**src/rtl/circ_shift_reg_16bits_pkg.sv**
```systemverilog
// Shared constants for the rotating pattern generator: default length and
// reference waveforms.
package circ_shift_reg_16bits_pkg;

  localparam int DEF_WIDTH = 16;

  // 11 cycles high, 5 low
  localparam logic [DEF_WIDTH-1:0] PAT_11_5 = 16'hFFE0;
  // single one-cycle pulse every 16 clocks
  localparam logic [DEF_WIDTH-1:0] PAT_1_15 = 16'h8000;

endpackage

```
**src/rtl/circ_shift_reg_16bits.sv**
```systemverilog
// Parallel-load circular shift register; the MSB is the serial output, so a
// loaded pattern becomes a periodic pulse/gap waveform of period WIDTH.
module circ_shift_reg_16bits
  import circ_shift_reg_16bits_pkg::*;
#(
  parameter int WIDTH       = DEF_WIDTH,
  parameter bit ROTATE_LEFT = 1'b1
) (
  input  logic             clock,
  input  logic             reset_n,
  input  logic             load,
  input  logic [WIDTH-1:0] load_in,
  output logic             shift_out,
  output logic [WIDTH-1:0] q
);

  logic [WIDTH-1:0] pat_q;
  logic [WIDTH-1:0] pat_d;
  logic [WIDTH-1:0] rot_w;

  generate
    if (ROTATE_LEFT) begin : g_rot_left
      assign rot_w = {pat_q[WIDTH-2:0], pat_q[WIDTH-1]};
    end else begin : g_rot_right
      assign rot_w = {pat_q[0], pat_q[WIDTH-1:1]};
    end
  endgenerate

  // Load wins over rotate; load_in is not looked at unless load is high.
  always_comb begin
    pat_d = rot_w;
    if (load) begin
      pat_d = load_in;
    end
  end

  always_ff @(posedge clock or negedge reset_n) begin
    if (!reset_n) begin
      pat_q <= '0;
    end else begin
      pat_q <= pat_d;
    end
  end

  assign shift_out = pat_q[WIDTH-1];
  assign q         = pat_q;

endmodule

```
**config.mk**
```make
export PLATFORM = sky130hd
export DESIGN_NAME = circ_shift_reg_16bits
export DESIGN_NICKNAME = d
export VERILOG_FILES = /design/src/rtl/circ_shift_reg_16bits_pkg.sv /design/src/rtl/circ_shift_reg_16bits.sv
export SDC_FILE = /design/constraint.sdc
export NUM_CORES = 1
export LEC_CHECK = 0
export ABC_AREA = 1
export CAP_MARGIN = 20
export CORE_MARGIN = 2
export CORE_UTILIZATION = 37
export CTS_BUF_LIST = sky130_fd_sc_hd__clkbuf_4 sky130_fd_sc_hd__clkbuf_8 sky130_fd_sc_hd__clkbuf_16
export CTS_CLUSTER_DIAMETER = 150
export DETAILED_ROUTE_END_ITERATION = 7
export HOLD_SLACK_MARGIN = 0.02
export PLACE_DENSITY = 0.73
export SLEW_MARGIN = 20
export SYNTH_ARGS = -nofsm -noshare
export SYNTH_HDL_FRONTEND = slang
export SYNTH_SLANG_ARGS = --single-unit
```
**constraint.sdc**
```tcl
create_clock -name clock -period 0.8 [get_ports clock]
set_input_delay 0.16 -clock clock [delete_from_list [all_inputs] [get_ports clock]]
set_output_delay 0.16 -clock clock [all_outputs]
set_load 0.02 [all_outputs]
```
==> results of run 1 <==
==> final cells by class <==
cell class / count / area (sq um) / share of cell area, %
Clock buffer: 3 / 22.5 / 2.00
Timing Repair Buffer: 49 / 479 / 42.5
Multi-Input combinational cell: 48 / 195 / 17.3
Tap cell: 17 / 21.3 / 1.89
Sequential cell: 16 / 400 / 35.5
Inverter: 1 / 8.76 / 0.777
==> final timing paths <==
check / start / end / slack, ns / depth (start not counted)
worst min register to register: q[13]$_DFF_PN0_ / q[14]$_DFF_PN0_ / 0.50 / 2
min in group clock: load_in[2] / q[2]$_DFF_PN0_ / 0.41 / 3
worst max register to register: q[0]$_DFF_PN0_ / q[1]$_DFF_PN0_ / -0.06 / 4
max in group asynchronous: reset_n / q[6]$_DFF_PN0_ / 0.47 / 2
worst max-delay path: q[15]$_DFF_PN0_ / q[15] / -0.20 / 1
worst min-delay path: reset_n / q[14]$_DFF_PN0_ / 0.20 / 2
==> report_power, final <==
part           total (mW)  switching, mW  internal (mW)
clock network       0.416          0.242          0.174
logic               0.562          0.244          0.318
registers           0.930         0.0503          0.880
==> cells in the final DEF (no fill, tap or decap) <==
cell             count
buf_12               1
buf_2                2
buf_4               12
buf_6               16
clkbuf_4             3
clkdlybuf4s50_1     17
dfrtp_1             16
dlygate4sd2_1        1
inv_6                1
nand2_1             42
nand2_2              6
==> cell families (layout without fill, tap and decap cells) <==
| kind of cell | count (synthesis) | after routing |
|---|---|---|
| and+or+nand+nor | 48 | 48 |
| DFF | 16 | 16 |
| buffers and inverters | 5 | 53 |
==> what timing repair did <==
item | CTS | global route
endpoints found under the setup margin | 30 | 18
setup buffers | 3 | 3
hold endpoints to repair | 0 | 0
pin swaps | 0 | 1
gates resized for setup | 99 | 2
gates cloned | 0 | 0
==> cells in the mapped netlist <==
cell type   n
nand2_1    43
nand2_2     5
buf_12      1
buf_6       2
buf_4       1
inv_6       1
dfrtp_1    16
==> routing by layer <==
metal | up-vias | wire length, um | GRT usage (%)
li1 | 301 | - | -
met1 | 272 | 634 | 18.6
met2 | 17 | 743 | 25.6
met3 | 2 | 75 | 3.97
met4 | 0 | 25 | 10.3
met5 | - | 0 | 0
==> metrics.md, run 1 <==
| Metric | Value |
|---|---|
| Status | finished, violations left |
| Failing checks | negative setup slack |
| Critical Path RT | 0.64 ns |
| Non-Filler Instances | 134 |
| Initial antenna violation count | 0 |
| Max_cap viols | 0 |
| CP bufs+invs | 1 |
| Syn nets | 88 |
| Hold Buf Count CTS | 0 |
| Slew at the pin closest to its max-slew limit | 0.209 ns |
| Finished Cell Area | 0.00113 sq mm |
| Initial Utilization | 38.6% |
| Antenna-violating nets left | 0 |
| Root Buffer Master | clkbuf_4 |
| Peak VDD IR | 0.919 mV |
| Final min period | 1.00 ns |
| Yosys reg bits | 16 |
| Layout cells sized above 1 | 35.0% |
| Slowest-stage cell, CP | dfrtp_1 |
| Compound-Gate Fraction of Synth Area | 0% |
| F_max | 0.996 GHz |
| Setup TNS | -3.06 ns |
| Placed Cells | 126 |
| Leakage power | 0.601 nW |
| Total gr overflow | 0 |
| Die Height | 46.0 um |
| Area Overhead vs Synth | 72.9% |
| Worst-path cell chain | buf_2 |
| GRT Util Overall | 15.9% |
| Vias per std cell | 4.42 |
| Mux cell area share after synthesis | 0% |
| PD cells | 1690 mW/mm^2 |
| Number of remaining DRC errors | 0 |
| Final hold slack | 0.203 ns |
| Pwr Total | 1.91 mW |
| Critical Path Fanout Max | 3 |
| I/O Buffers | 35 |
| Area share of and/or/nand/nor cells after synthesis | 29.6% |
| Adder-cell share of the synthesized area | 0% |
| Final Max Tran Viols | 0 |
| Ys Warns | 0 |
| Post-DP HPWL | 1020 um |
| CP startpoint kind | flip-flop |
| Clock-pin transition on the worst setup and hold timing paths | 0.09 ns |
| Site row count | 15 |
| CTS H-Tree Depth | 1 |
| Largest net degree at the start of global routing | 17 |
| XOR/XNOR share of the synthesized area | 0% |
| Fill cell count | 143 |
| Vias in the first global route | 545 |
| Final Hold Viols | 0 |
| Width of the die | 46.0 um |
| PnR worst setup slack | -0.204 ns |
| CP arrival | 0.84 ns |
| Delay-heaviest family, CP | flip-flops |
| CTS tree | built |
| Pre-CTS setup slack | -0.354 ns |
| Detailed-router iteration count before antenna repair | 4 |
| Initial drt markers | 9 |
| CTS Buf Count | 3 |
| GP Congestion | 0.705 |
| Mapped Cells | 69 |
| Clock net sink count | 16 |
| Final setup fails | 18 |
| Tcrit/Tclk final | 125% |
| Final Core Density | 66.7% |
| Die area | 0.00211 sq mm |
| Cell area after synthesis | 652 sq um |
| CP endpoint kind | output pin |
| RSZ-0062 raised after global routing | true |
| CP max stage delay | 0.40 ns |
| Avg Inst Size Synth | 9.45 sq um |
| Largest register FFs | 16 |
| Share of the synthesized area in the top cell type | 61.4% |
| Leading area contributor after synthesis | dfrtp_1 |
| Top cells by area, synth | dfrtp_1 61%, nand2_1 25%, nand2_2 4.8% |
| Min-delay worst type | in -> async |
| Max Root-Sink Buffers | 2 |
| Final WL | 1480 um |
| Core area | 0.00169 sq mm |
| # diodes | 0 |
| Register area share after synthesis | 61.4% |
| Routed wire per std cell | 11.0 um |
| Area of placed instances | 0.00105 sq mm |
| Worst skew pair latency | 0.28 ns |
| First-pass GRT wire length | 2270 um |
| Nets | 138 |
| Worst clock skew | 0.00441 ns |
| Main combinational cell family by area after synthesis | simple AND/OR/NAND/NOR gates |
| Library cells used by synthesis | 7 |
| DR vias | 592 |
| I/O pins | 36 |
| Slew Limit Headroom | 86.1% |
| WS Path Type | reg -> out |
(Power assumes the default switching activity.)
==> run 2, diff against run 1 <==
--- a/config.mk
+++ b/config.mk
@@ -12,6 +12,7 @@
 export CTS_BUF_LIST = sky130_fd_sc_hd__clkbuf_4 sky130_fd_sc_hd__clkbuf_8 sky130_fd_sc_hd__clkbuf_16
 export CTS_CLUSTER_DIAMETER = 150
 export DETAILED_ROUTE_END_ITERATION = 7
+export GPL_TIMING_DRIVEN = 0
 export HOLD_SLACK_MARGIN = 0.02
 export PLACE_DENSITY = 0.73
 export SLEW_MARGIN = 20
==> metrics.md, run 2 (synthesis gave the netlist of run 1 again) <==
| Metric | Value |
|---|---|
| Site row count | 15 (unchanged) |
| Max_cap viols | 0 (unchanged) |
| Peak VDD IR | 0.800 mV (-13%) |
| Initial Utilization | 38.6% (unchanged) |
| DR vias | 567 (-4.2%) |
| Slew Limit Headroom | 53.7% (-32 points) |
| Critical Path Fanout Max | 3 (unchanged) |
| Non-Filler Instances | 131 (-2.2%) |
| Core area | 0.00169 sq mm (unchanged) |
| Setup TNS | -2.89 ns (+0.162 ns) |
| PnR worst setup slack | -0.276 ns (-0.0727 ns) |
| CTS tree | built |
| Clock-pin transition on the worst setup and hold timing paths | 0.09 ns (about the same) |
| Final WL | 1450 um (-1.8%) |
| Vias in the first global route | 544 (-0.18%) |
| Pwr Total | 1.88 mW (-1.7%) |
| Slowest-stage cell, CP | dfrtp_1 |
| Min-delay worst type | in -> async |
| First-pass GRT wire length | 2270 um (unchanged) |
| Delay-heaviest family, CP | flip-flops |
| Pre-CTS setup slack | -0.404 ns (-0.0500 ns) |
| Worst clock skew | 0.00434 ns (-0.0000716 ns) |
| RSZ-0062 raised after global routing | true |
| Final setup fails | 17 (-1) |
| Reg2reg end | q[15]$_DFF_PN0_ |
| CP startpoint kind | flip-flop |
| CP max stage delay | 0.41 ns (about the same) |
| Width of the die | 46.0 um (unchanged) |
| Die Height | 46.0 um (unchanged) |
| Layout cells sized above 1 | 33.3% (-1.7 points) |
| Root Buffer Master | clkbuf_4 |
| Initial antenna violation count | 0 (unchanged) |
| R2r setup slk | 0.05 ns (+0.11 ns) |
| CP most frequent cell | buf_6 |
| WS Path Type | reg -> out |
| Worst-path cell chain | buf_6, buf_6 |
| GRT Util Overall | 14.9% (-1.0 points) |
| Most common cell after layout, fill and taps aside | nand2_1 |
| Leakage power | 0.591 nW (-1.7%) |
| Slew at the pin closest to its max-slew limit | 0.695 ns (+0.486 ns) |
| Initial drt markers | 5 (-4) |
| Detailed-router iteration count before antenna repair | 2 (-2) |
| Clock net sink count | 16 (unchanged) |
| CP bufs+invs | 2 (+1) |
| Largest register FFs | 16 (unchanged) |
| Final hold slack | 0.0344 ns (-0.169 ns) |
| Status | finished, violations left |
| CP endpoint kind | output pin |
| GP Congestion | 0.677 (-4.1%) |
| Tcrit/Tclk final | 135% (+9.1 points) |
| I/O Buffers | 34 (-2.9%) |
| Met1 usage in global routing | 19.4% (+0.76 points) |
| Worst r2r path cells | 3 (-1) |
| Final min period | 1.08 ns (+0.0727 ns) |
| Max Root-Sink Buffers | 2 (unchanged) |
| F_max | 0.929 GHz (-6.8%) |
| Placed Cells | 120 (-4.8%) |
| Antenna-violating nets left | 0 (unchanged) |
| Highest-count cells in the layout ignoring fill and taps | 43 x nand2_1, 19 x buf_6, 16 x clkdlybuf4s50_1, 16 x dfrtp_1, 8 x buf_4 |
| # diodes | 0 (unchanged) |
| Failing checks | negative setup slack |
| Number of remaining DRC errors | 0 (unchanged) |
| Area Overhead vs Synth | 70.8% |
| CTS H-Tree Depth | 1 (unchanged) |
| PD cells | 1690 mW/mm^2 (-0.45%) |
| Busiest grt layer | met2 |
| Vias per std cell | 4.33 (-2.0%) |
| Met2 Usage GRT | 25.6% (unchanged) |
| Worst skew pair latency | 0.27 ns (about the same) |
| Post-DP HPWL | 1030 um (+1.1%) |
| Largest net degree at the start of global routing | 17 (unchanged) |
| Critical Path RT | 0.64 ns (about the same) |
| Routed wire per std cell | 11.1 um (+0.42%) |
| Final Hold Viols | 0 (unchanged) |
| Final Max Tran Viols | 0 (unchanged) |
| CTS Buf Count | 3 (unchanged) |
| Total gr overflow | 0 (unchanged) |
| CP arrival | 0.92 ns (+0.08 ns) |
| Met3 Use GR | 2.38% (-1.6 points) |
| Die area | 0.00211 sq mm (unchanged) |
| Nets | 135 (-2.2%) |
| R2r startpoint | q[14]$_DFF_PN0_ |
| I/O pins | 36 (unchanged) |
run 2: cell count changes in the layout (fill, tap and decap cells not counted):
cell             delta
buf_4               -4
buf_6               +3
buf_2               -1
clkdlybuf4s50_1     -1
nand2_1             +1
nand2_2             -1
run 2: through the flow:
stage | area (sq um) | util (%)
floorplan | 652 | -
global placement | 1010 | 60.0
detailed placement | 1010 | 60.0
CTS | 1090 | 64.6
global route | 1110 | 65.9
finish | 1110 | 65.9
run 2: layout make-up:
| class | count | area (sq um) |
|---|---|---|
| Buffer | 4 | 53.8 |
| Clock buffer | 3 | 22.5 |
| Fill cell | 149 | 576 |
| Inverter | 1 | 8.76 |
| Multi-Input combinational cell | 48 | 193 |
| Sequential cell | 16 | 400 |
| Tap cell | 17 | 21.3 |
| Timing Repair Buffer | 42 | 414 |
run 2: how the worst max path moves through the flow:
stage          slack [ns]  depth (start not counted)  endpoint            start
5_1_grt             -0.33                          2     q[15]  q[15]$_DFF_PN0_
3_5_place_dp        -0.40                          2     q[15]  q[15]$_DFF_PN0_
6_report            -0.28                          2     q[15]  q[15]$_DFF_PN0_
2_1_floorplan        0.01                          1     q[15]  q[15]$_DFF_PN0_
4_1_cts             -0.28                          2     q[15]  q[15]$_DFF_PN0_
3_3_place_gp        -0.40                          2     q[15]  q[15]$_DFF_PN0_
run 2: report_power, final:
part / switching, mW / internal (mW)
registers: 0.0506 / 0.880
clock network: 0.221 / 0.174
logic: 0.240 / 0.311
run 2: worst reg2reg max path, stage by stage, from the launching register on:
cell and delay, ns:
dfrtp_1 0.40, buf_4 0.13, nand2_1 0.06, nand2_1 0.05
run 2: repair_timing:
item / in CTS / in global routing
hold buffers: 0 / 0
endpoints found under the setup margin: 33 / 17
gates resized for setup: 102 / 0
hold endpoints to repair: 0 / 0
setup buffers: 5 / 3
run 2: metal layers:
layer	up-vias	wire length [um]
met5	-	0
met3	0	60
li1	294	-
met2	17	774
met4	0	0
met1	256	617
==> run 3, diff against run 2 <==
--- a/config.mk
+++ b/config.mk
@@ -5,7 +5,6 @@
 export SDC_FILE = /design/constraint.sdc
 export NUM_CORES = 1
 export LEC_CHECK = 0
-export ABC_AREA = 1
 export CAP_MARGIN = 20
 export CORE_MARGIN = 2
 export CORE_UTILIZATION = 37
@@ -13,7 +12,6 @@
 export CTS_CLUSTER_DIAMETER = 150
 export DETAILED_ROUTE_END_ITERATION = 7
 export GPL_TIMING_DRIVEN = 0
-export HOLD_SLACK_MARGIN = 0.02
 export PLACE_DENSITY = 0.73
 export SLEW_MARGIN = 20
 export SYNTH_ARGS = -nofsm -noshare
==> metrics.md, run 3 <==
| Metric | Value |
|---|---|
| Reg2reg end | q[12]$_DFF_PN0_ |
| Reg power frac | 46.6% (-3.0 points) |
| Ys Warns | 0 (unchanged) |
| Main combinational cell family by area after synthesis | multiplexers |
| P_int | 1.55 mW (+13%) |
| Initial Utilization | 38.9% (+0.30 points) |
| GP Congestion | 0.625 (-7.7%) |
| Adder-cell share of the synthesized area | 0% (unchanged) |
| Top_reg_cell synth | dfrtp_1 |
| Async S/R FF share, synth | 100% (unchanged) |
| Status | finished, violations left |
| Max_cap viols | 0 (unchanged) |
| Worst skew pair latency | 0.28 ns (about the same) |
| GRT Util Overall | 13.0% (-1.9 points) |
| Core area | 0.00169 sq mm (unchanged) |
| Total gr overflow | 0 (unchanged) |
| Min-delay worst type | in -> async |
| Initial drt markers | 1 (-4) |
| EDFF count, synth | 0 (unchanged) |
| Die Height | 46.1 um (+0.35%) |
| Vias per std cell | 4.68 (+8.2%) |
| Vias in the first global route | 440 (-19%) |
| Commonest cells in the netlist | 16 x dfrtp_1, 10 x mux2_4, 6 x mux2_2 |
| CTS H-Tree Depth | 1 (unchanged) |
| XOR/XNOR share of the synthesized area | 0% (unchanged) |
| Nets | 95 (-30%) |
| Clock-pin transition on the worst setup and hold timing paths | 0.09 ns (about the same) |
| Final setup fails | 20 (+3) |
| Layout cells sized above 1 | 77.3% (+44 points) |
| Final hold slack | 0.0248 ns (-0.00955 ns) |
| RSZ-0062 raised after global routing | true |
| CP most frequent cell | buf_6 |
| Final WL | 1210 um (-16%) |
| Top cells by area, synth | dfrtp_1 61%, mux2_4 23%, mux2_2 10% |
| Most common cell in the synthesized netlist | dfrtp_1 |
| Max Root-Sink Buffers | 2 (unchanged) |
| Worst-path cell chain | buf_6, buf_6 |
| Comb pwr share | 28.1% (-1.3 points) |
| Initial antenna violation count | 0 (unchanged) |
| Compound-Gate Fraction of Synth Area | 0% (unchanged) |
| Routed wire per std cell | 13.2 um (+19%) |
| Avg Inst Size Synth | 18.8 sq um (+99%) |
| First-pass GRT wire length | 1910 um (-16%) |
| Crit. Startpoint | q[15]$_DFF_PN0_ |
| Final Hold Viols | 0 (unchanged) |
| Share of the synthesized area in the top cell type | 61.0% (-0.47 points) |
| CTS tree | built |
| DR vias | 431 (-24%) |
| Most common cell after layout, fill and taps aside | buf_6 |
| Worst r2r path cells | 2 (-1) |
| Clock power frac | 25.3% (+4.3 points) |
| I/O Buffers | 34 (unchanged) |
| Mapped Cells | 35 (-49%) |
| I/O pins | 36 (unchanged) |
| Site row count | 15 (unchanged) |
| Largest register FFs | 16 (unchanged) |
| Number of remaining DRC errors | 0 (unchanged) |
| Area Overhead vs Synth | 70.3% |
| Yosys reg bits | 16 (unchanged) |
| Mux cell area share after synthesis | 33.1% (+33 points) |
| F_max | 0.916 GHz (-1.4%) |
| Slew Limit Headroom | 53.8% (+0.17 points) |
| Failing checks | negative setup slack |
| PD cells | 1850 mW/mm^2 (+9.6%) |
| Leakage power | 0.501 nW (-15%) |
| Critical path endpoint | q[15] |
| CP max stage delay | 0.42 ns (about the same) |
| Levels on crit path | 2 (unchanged) |
| Tcrit/Tclk final | 136% (+1.9 points) |
| Root Buffer Master | clkbuf_4 |
| Clock net sink count | 16 (unchanged) |
| CTS Buf Count | 3 (unchanged) |
| CP endpoint kind | output pin |
| Width of the die | 46.1 um (+0.35%) |
| Slew at the pin closest to its max-slew limit | 0.692 ns (-0.00259 ns) |
| CP arrival | 0.93 ns (about the same) |
| Peak VDD IR | 1.11 mV (+39%) |
| PnR worst setup slack | -0.292 ns (-0.0156 ns) |
| # diodes | 0 (unchanged) |
| Worst clock skew | 0.00210 ns (-0.00224 ns) |
| Largest net degree at the start of global routing | 17 (unchanged) |
| CP bufs+invs | 2 (unchanged) |
| WS Path Type | reg -> out |
| Delay-heaviest family, CP | flip-flops |
| Die area | 0.00213 sq mm (+0.70%) |
| Net Sw Frac | 25.1% (-2.2 points) |
| Syn nets | 54 (-39%) |
| Slowest-stage cell, CP | dfrtp_2 |
| R2r setup slk | -0.10 ns (-0.15 ns) |
| Detailed-router iteration count before antenna repair | 2 (unchanged) |
| Hold Buf Count CTS | 0 (unchanged) |
| P_sw | 518 uW (+1.3%) |
| Final Max Tran Viols | 0 (unchanged) |
| Register area share after synthesis | 61.0% (-0.47 points) |
| Final min period | 1.09 ns (+0.0156 ns) |
| Pre-CTS setup slack | -0.396 ns (+0.00822 ns) |
| Antenna-violating nets left | 0 (unchanged) |
| Critical Path Fanout Max | 3 (unchanged) |
| Cell area after synthesis | 657 sq um (+0.77%) |
| R2r startpoint | q[11]$_DFF_PN0_ |
| Area share of and/or/nand/nor cells after synthesis | 0% (-30 points) |
| Critical Path RT | 0.64 ns (about the same) |
| Highest-count cells in the layout ignoring fill and taps | 19 x buf_6, 16 x clkdlybuf4s50_1, 16 x dfrtp_2 |
| Leading area contributor after synthesis | dfrtp_1 |
| Library cells used by synthesis | 6 (-1) |
| CP startpoint kind | flip-flop |
-- run 3: cell types whose count changed after synthesis --
cell / previous run / this run
nand2_1: 43 / 0
mux2_4: 0 / 10
mux2_2: 0 / 6
nand2_2: 5 / 0
buf_6: 2 / 1
inv_6: 1 / 0
-- run 3: through the flow --
| stage | power [mW] | setup TNS [ns] | area, sq um | util [%] | cells |
|---|---|---|---|---|---|
| final | 2.07 | -3.52 | 1120 | 66.2 | 92 |
| after global routing | 2.19 | -4.39 | 1120 | 66.2 | 92 |
| after CTS | 2.08 | -3.64 | 1100 | 65.3 | 91 |
| after detailed placement | 1.51 | -13.10 | 1040 | 61.7 | 86 |
| after global placement | 1.51 | -12.62 | 1040 | 61.7 | 86 |
| after floorplan | 1.23 | -0.310 | 681 | - | 35 |
-- run 3: what timing repair did --
| action | 4_1_cts | 5_1_grt |
|---|---|---|
| buffers inserted | 1 | 1 |
| gates resized for setup | 102 | 2 |
| setup endpoints to repair | 33 | 31 |
-- run 3: power groups by stage --
| stage | combinational, mW | sequential [mW] | clock [mW] |
|---|---|---|---|
| after detailed placement | 0.553 | 0.962 | 0 |
| after CTS | 0.576 | 0.964 | 0.540 |
| after global placement | 0.551 | 0.962 | 0 |
| final | 0.581 | 0.964 | 0.522 |
| after floorplan | 0.161 | 1.07 | 0 |
| after global routing | 0.615 | 0.977 | 0.595 |
-- run 3: kinds of logic after synthesis --
group / after synthesis
buf+inv: 3
flops: 16
mux: 16
-- run 3: worst min-delay path by stage --
| stage | to | slack, ns | cells past startpoint |
|---|---|---|---|
| finish | q[13]$_DFF_PN0_ | 0.02 | 1 |
| CTS | q[14]$_DFF_PN0_ | 0.05 | 1 |
| global placement | q[13]$_DFF_PN0_ | 0.45 | 2 |
| detailed placement | q[1]$_DFF_PN0_ | 0.45 | 2 |
| global route | q[13]$_DFF_PN0_ | 0.07 | 1 |
| floorplan | q[0]$_DFF_PN0_ | -0.14 | 0 |
-- run 3: final cells by class --
type / instances / area (sq um)
fill: 134 / 571
multi-input combinational: 16 / 218
buffer: 3 / 46.3
sequential: 16 / 420
timing repair buffer: 36 / 377
tap: 17 / 21.3
clock buffer: 4 / 36.3
-- run 3: metal layers --
layer / vias to the layer above / part of all wire (%) / track usage [%]
met4: 0 / 0 / 5.14
met3: 0 / 10 / 4.31
li1: 200 / - / -
met2: 23 / 46 / 18.1
met1: 208 / 43 / 18.5
met5: - / 0 / 0
